<file path="src/rtl/h1_arbiter.sv">
// h1_arbiter: round-robin arbiter/sequencer sharing one log/sqrt
// interpolation unit between two requesters (the two Box-Muller channels).
//
// Flow: IDLE (grant + latch addr/owner) -> CLR (one-cycle unit_clr)
//       -> WAIT (unit_en high, addr stable, until unit_done)
//       -> RESP (rsp_valid[owner] until rsp_ready[owner]) -> IDLE.
//
// Ports:
//   clk, reset_n            clock, async active-low reset
//   req_valid/req_ready[2]  request handshake, req_ready one-hot, combinational
//   req_addr0/1[16]         per-requester uniform address
//   rsp_valid[2]/rsp_ready  response handshake toward the owner
//   rsp_data[16], rsp_err   shared result, timeout-abort flag
//   unit_clr/en/addr        control of the shared unit
//   unit_result/unit_done   shared unit outputs (done sticky until clr)
//
// Optional feature: define H1_ARB_TIMEOUT_EN to add a WAIT watchdog that
// aborts after TIMEOUT_CYC cycles with rsp_data = 0, rsp_err = 1.
module h1_arbiter #(
  parameter int TIMEOUT_CYC = 64,
  parameter int CNT_W       = 8
) (
  input  logic        clk,
  input  logic        reset_n,
  input  logic [1:0]  req_valid,
  input  logic [15:0] req_addr0,
  input  logic [15:0] req_addr1,
  output logic [1:0]  req_ready,
  output logic [1:0]  rsp_valid,
  input  logic [1:0]  rsp_ready,
  output logic [15:0] rsp_data,
  output logic        rsp_err,
  output logic        unit_clr,
  output logic        unit_en,
  output logic [15:0] unit_addr,
  input  logic [15:0] unit_result,
  input  logic        unit_done
);

  if (!((2 ** CNT_W) > TIMEOUT_CYC)) begin : g_cfg_chk
    $error("h1_arbiter: CNT_W too narrow for TIMEOUT_CYC");
  end

  typedef enum logic [1:0] {S_IDLE, S_CLR, S_WAIT, S_RESP} state_e;

  state_e      state_q, state_d;
  logic        ptr_q, ptr_d;
  logic        owner_q, owner_d;
  logic [15:0] addr_q, addr_d;
  logic [15:0] data_q, data_d;
  logic        err_q, err_d;
  logic        clr_q, clr_d;
  logic        en_q, en_d;
  logic [1:0]  rv_q, rv_d;
  logic [1:0]  gnt;
`ifdef H1_ARB_TIMEOUT_EN
  logic [CNT_W-1:0] cnt_q, cnt_d;
`endif

  // Single requester wins outright; on contention the pointer decides.
  assign gnt[0] = req_valid[0] & (~req_valid[1] | ~ptr_q);
  assign gnt[1] = req_valid[1] & (~req_valid[0] |  ptr_q);

  // Gated with reset_n so req_ready reads 0 while reset is held.
  assign req_ready = (state_q == S_IDLE && reset_n) ? gnt : 2'b00;

  always_comb begin
    state_d = state_q;
    ptr_d   = ptr_q;
    owner_d = owner_q;
    addr_d  = addr_q;
    data_d  = data_q;
    err_d   = err_q;
`ifdef H1_ARB_TIMEOUT_EN
    cnt_d   = cnt_q;
`endif
    case (state_q)
      S_IDLE: begin
        if (|gnt) begin
          owner_d = gnt[1];
          addr_d  = gnt[1] ? req_addr1 : req_addr0;
          state_d = S_CLR;
        end
      end
      S_CLR: begin
        state_d = S_WAIT;
`ifdef H1_ARB_TIMEOUT_EN
        cnt_d   = '0;
`endif
      end
      S_WAIT: begin
        // done has priority over an expiring watchdog in the same cycle
        if (unit_done) begin
          data_d  = unit_result;
          err_d   = 1'b0;
          state_d = S_RESP;
        end
`ifdef H1_ARB_TIMEOUT_EN
        else if (cnt_q == CNT_W'(TIMEOUT_CYC - 1)) begin
          data_d  = 16'h0000;
          err_d   = 1'b1;
          state_d = S_RESP;
        end else begin
          cnt_d = cnt_q + CNT_W'(1);
        end
`endif
      end
      S_RESP: begin
        if (rsp_ready[owner_q]) begin
          ptr_d   = ~ptr_q;
          state_d = S_IDLE;
        end
      end
      default: state_d = S_IDLE;
    endcase

    // Outputs registered from the next state so they are glitch-free.
    clr_d = (state_d == S_CLR);
    en_d  = (state_d == S_WAIT);
    rv_d  = (state_d == S_RESP) ? (owner_d ? 2'b10 : 2'b01) : 2'b00;
  end

  always_ff @(posedge clk or negedge reset_n) begin
    if (!reset_n) begin
      state_q <= S_IDLE;
      ptr_q   <= 1'b0;
      owner_q <= 1'b0;
      addr_q  <= '0;
      data_q  <= '0;
      err_q   <= 1'b0;
      clr_q   <= 1'b0;
      en_q    <= 1'b0;
      rv_q    <= 2'b00;
`ifdef H1_ARB_TIMEOUT_EN
      cnt_q   <= '0;
`endif
    end else begin
      state_q <= state_d;
      ptr_q   <= ptr_d;
      owner_q <= owner_d;
      addr_q  <= addr_d;
      data_q  <= data_d;
      err_q   <= err_d;
      clr_q   <= clr_d;
      en_q    <= en_d;
      rv_q    <= rv_d;
`ifdef H1_ARB_TIMEOUT_EN
      cnt_q   <= cnt_d;
`endif
    end
  end

  assign rsp_valid = rv_q;
  assign rsp_data  = data_q;
`ifdef H1_ARB_TIMEOUT_EN
  assign rsp_err   = err_q;
`else
  assign rsp_err   = 1'b0;
`endif
  assign unit_clr  = clr_q;
  assign unit_en   = en_q;
  assign unit_addr = addr_q;

endmodule

</file>
<file path="config.mk">
export PLATFORM = sky130hd
export DESIGN_NAME = h1_arbiter
export DESIGN_NICKNAME = d
export VERILOG_FILES = /design/src/rtl/h1_arbiter.sv
export SDC_FILE = /design/constraint.sdc
export NUM_CORES = 1
export LEC_CHECK = 0
export CORE_MARGIN = 5
export CORE_UTILIZATION = 39
export DETAILED_ROUTE_END_ITERATION = 8
export GPL_TIMING_DRIVEN = 0
export PLACE_DENSITY = 0.79
export SLEW_MARGIN = 20
export SYNTH_ARGS = -nofsm -noshare
export SYNTH_HDL_FRONTEND = slang
export SYNTH_SLANG_ARGS = --single-unit
</file>
<file path="constraint.sdc">
create_clock -name clk -period 1.7 [get_ports clk]
set_input_delay 0.17 -clock clk [delete_from_list [all_inputs] [get_ports clk]]
set_output_delay 0.17 -clock clk [all_outputs]
set_load 0.02 [all_outputs]
</file>
==> out/qor.csv <==
stage,metric,value,unit
detailed_routing,drt total wl,5.387,mm
setup_path,crit end category,output pin,
detailed_routing,post-route ant nets,0,
synthesis,Yosys top cell by area,dfrtp_1,
synthesis,post-synth top area share,0.5495,
setup_path,Critical Path Max Stage Delay,0.45,ns
cells_and_area,layout cells sized above 1,0.1818,
synthesis,Netlist cell types,30,
setup_path,Top delay family on crit path,flip-flops,
min_path,Hold/Removal Path Class,in -> async,
synthesis,synth warn,0,
setup_path,r2r setup slk,0.26,ns
synthesis,register area share after synthesis,0.5495,
power_and_ir_drop,power density over cell area,1734,mW/mm^2
power_and_ir_drop,Pleak,1.232,nW
floorplan,io pins,94,
cells_and_area,Final Instance Area,0.002962,sq mm
floorplan,Initial Util,0.4099,
global_routing,global-route congestion overflow total,0,
timing,final hold vios,0,
setup_path,Worst setup startpoint,state_q[0],
setup_path,Crit Path Class,reg -> out,
setup_path,R2R Path End,rsp_data[0],
timing,fin crit period,1.578,ns
timing,fin crit share,0.9281,
global_routing,first-pass GRT wire length,8.742,mm
clock_network,CTS Buf Count,5,
power_and_ir_drop,worst vdd ir,0.0008506,V
detailed_routing,DR DRC count,0,
clock_network,TritonCTS clock tree,yes,
global_routing,initial antenna violation count,0,
setup_path,arrival time worst endpoint,1.41,ns
timing,slew margin rel.,0.4375,
setup_path,Critical path buffers and inverters,2,
floorplan,Cell Rows,24,
setup_path,CP cell instances,nor2_2 -> buf_6 -> nand3_1 -> a21oi_1 -> buf_4,
detailed_routing,drt first pass iters,4,
timing,skew final,0.005316,ns
synthesis,syn nets,215,
placed_design,Port Buffers,92,
setup_path,CP Depth,5,
cells_and_area,final net count,318,
global_routing,vias in the first global route,1685,
clock_network,"CTS clk-pin slew, worst paths",0.08,ns
timing,Final WS setup,0.1223,ns
clock_network,H-tree level count,2,
floorplan,full die area,0.006138,sq mm
cells_and_area,post-route insts no fill,316,
timing,setup TNS,0,ns
synthesis,#FFs+latches synth,40,
global_routing,pin count of the biggest net entering global routing,23,
placed_design,dpl cells,305,
cells_and_area,n_diodes,0,
cells_and_area,Multi-input gate area,714.4,sq um
placed_design,pre-CTS setup slack,-0.5316,ns
synthesis,post-synthesis area per instance,11.39,sq um
cells_and_area,area delta synth->final,62.57,%
timing,RSZ-0062 raised after global routing,false,
floorplan,Core ar.,0.004444,sq mm
setup_path,Reg2Reg Depth,4,
detailed_routing,DR iter-0 viols,38,
setup_path,startpoint types,register,
detailed_routing,via count,1657,
detailed_routing,vias per cell,5.244,
synthesis,Synth Cell Area,0.001822,sq mm
setup_path,Setup crit end,req_ready[0],
timing,setup violators final,0,
run_status,status,completed,
setup_path,Worst path slowest cell,dfrtp_2,
placed_design,HPWL after DPL,4.054,mm
cells_and_area,number of fill cells,350,
floorplan,die span in x,78.35,um
clock_network,CTS max path bufs,2,
timing,Fmax achieved,633.8,MHz
clock_network,clk root buf,clkbuf_8,
placed_design,Final GP Congestion,0.7183,
cells_and_area,Reg area,0.001002,sq mm
flow_run,max_cap viols,0,
synthesis,Post-Synthesis Cells,160,
clock_network,Num Clock Sinks,40,
timing,"Slew Viols, Final",0,
setup_path,CP Max Fanout,7,
global_routing,GR Util All Layers,0.1835,
timing,Least-Margin Pin Slew,0.8409,ns
setup_path,RR Startpoint,state_q[0],
placed_design,dpl cell area,0.002830,sq mm
synthesis,main area contributors after synthesis,"dfrtp_1 (55%), mux2_4 (8.2%), a31oi_1 (5.8%)",
floorplan,Die Ht,78.35,um
detailed_routing,wire per inst,17.05,um
setup_path,Worst Path Required,1.53,ns
clock_network,worst skew pair latency,0.29,ns
[registers in the layout (all words and copies together), names as in the netlist]
name,flops
unit_addr,16
unit_clr,1
rsp_valid,2
owner_q,1
ptr_q,1
state_q,2
rsp_data,16
unit_en,1
[cells in the mapped netlist, drive strengths merged]
| master | n |
|---|---|
| nor3 | 1 |
| or2b | 1 |
| conb | 1 |
| dfrtp | 40 |
| mux2 | 17 |
| a21oi | 17 |
| o21ai | 16 |
| nor2b | 1 |
| clkbuf | 3 |
| nand3 | 17 |
| and3b | 1 |
| xor2 | 1 |
| a31oi | 17 |
| buf | 12 |
| or3b | 1 |
| or2 | 1 |
| mux2i | 1 |
| and2 | 1 |
| inv | 1 |
| a32o | 1 |
| and2b | 1 |
| nor2 | 5 |
| nand2b | 1 |
| nand2 | 2 |
[stage by stage]
step,power [mW],util,hold slack (ns)
6_report,5.135,0.6664,0.1338
5_1_grt,5.431,0.6664,0.1769
4_1_cts,5.187,0.6672,0.4419
3_5_place_dp,4.462,0.6368,0.1594
3_3_place_gp,4.370,0.6318,0.4869
2_1_floorplan,3.180,-,-0.1256
[metal layers]
layer | track usage | vias to the layer above | share of wire
li1 | - | 784 | -
met1 | 0.2248 | 793 | 0.43
met2 | 0.3082 | 71 | 0.48
met3 | 0.05378 | 9 | 0.076
met4 | 0.06643 | 0 | 0.018
met5 | 0 | - | 0
[where the power goes]
part | total (mW) | switching (mW) | internal [mW]
Sequential | 1.70 | 0.273 | 1.43
Clock | 0.644 | 0.313 | 0.331
Combinational | 2.79 | 1.31 | 1.48
Total | 5.14 | 1.90 | 3.24
[logic make-up after synthesis]
kind of cell,count (synthesis),share of synthesized area
buffers and inverters,16,0.06112
other,1,0.002058
AO/OA/AOI/OAI,51,0.1545
flip-flops,40,0.5495
XOR/XNOR,1,0.004809
multiplexers,18,0.1312
AND/OR/NAND/NOR,33,0.09685
[area by class of cell]
type                       instances  area share
sequential                        40      0.3384
buffer                            12     0.03549
timing repair buffer              99      0.3312
clock buffer                       8     0.03042
inverter                           1    0.001267
tap                               52     0.02197
multi-input combinational        104      0.2412
[tightest hold or removal path, stage by stage]
cell	delay, ns
buf_2	0.16
buf_16	0.12
buf_2	0.42
[what timing repair did]
item	CTS	global route
cloned	0	0
endpoints found under the setup margin	2	2
hold buffers	2	0
setup buffers	4	0
pin swaps	1	0
gates resized for setup	13	5
endpoints found under the hold margin	18	0
[worst min-delay path by stage]
stage | end | cells after the start
finish | rsp_data[12] | 3
detailed placement | rsp_data[7] | 1
global route | rsp_data[12] | 3
CTS | unit_addr[9] | 3
global placement | rsp_data[3] | 1
floorplan | owner_q | 0
[placed cells by master, fill, tap and decap left out, types with 7 or more instances in the layout]
cell type / count
clkdlybuf4s50_1: 89
dfrtp_1: 39
a31oi_1: 17
nand3_1: 17
a21oi_1: 17
o21ai_0: 14
mux2_4: 10
mux2_2: 7
No activity file was read; power rests on OpenSTA's default activity.
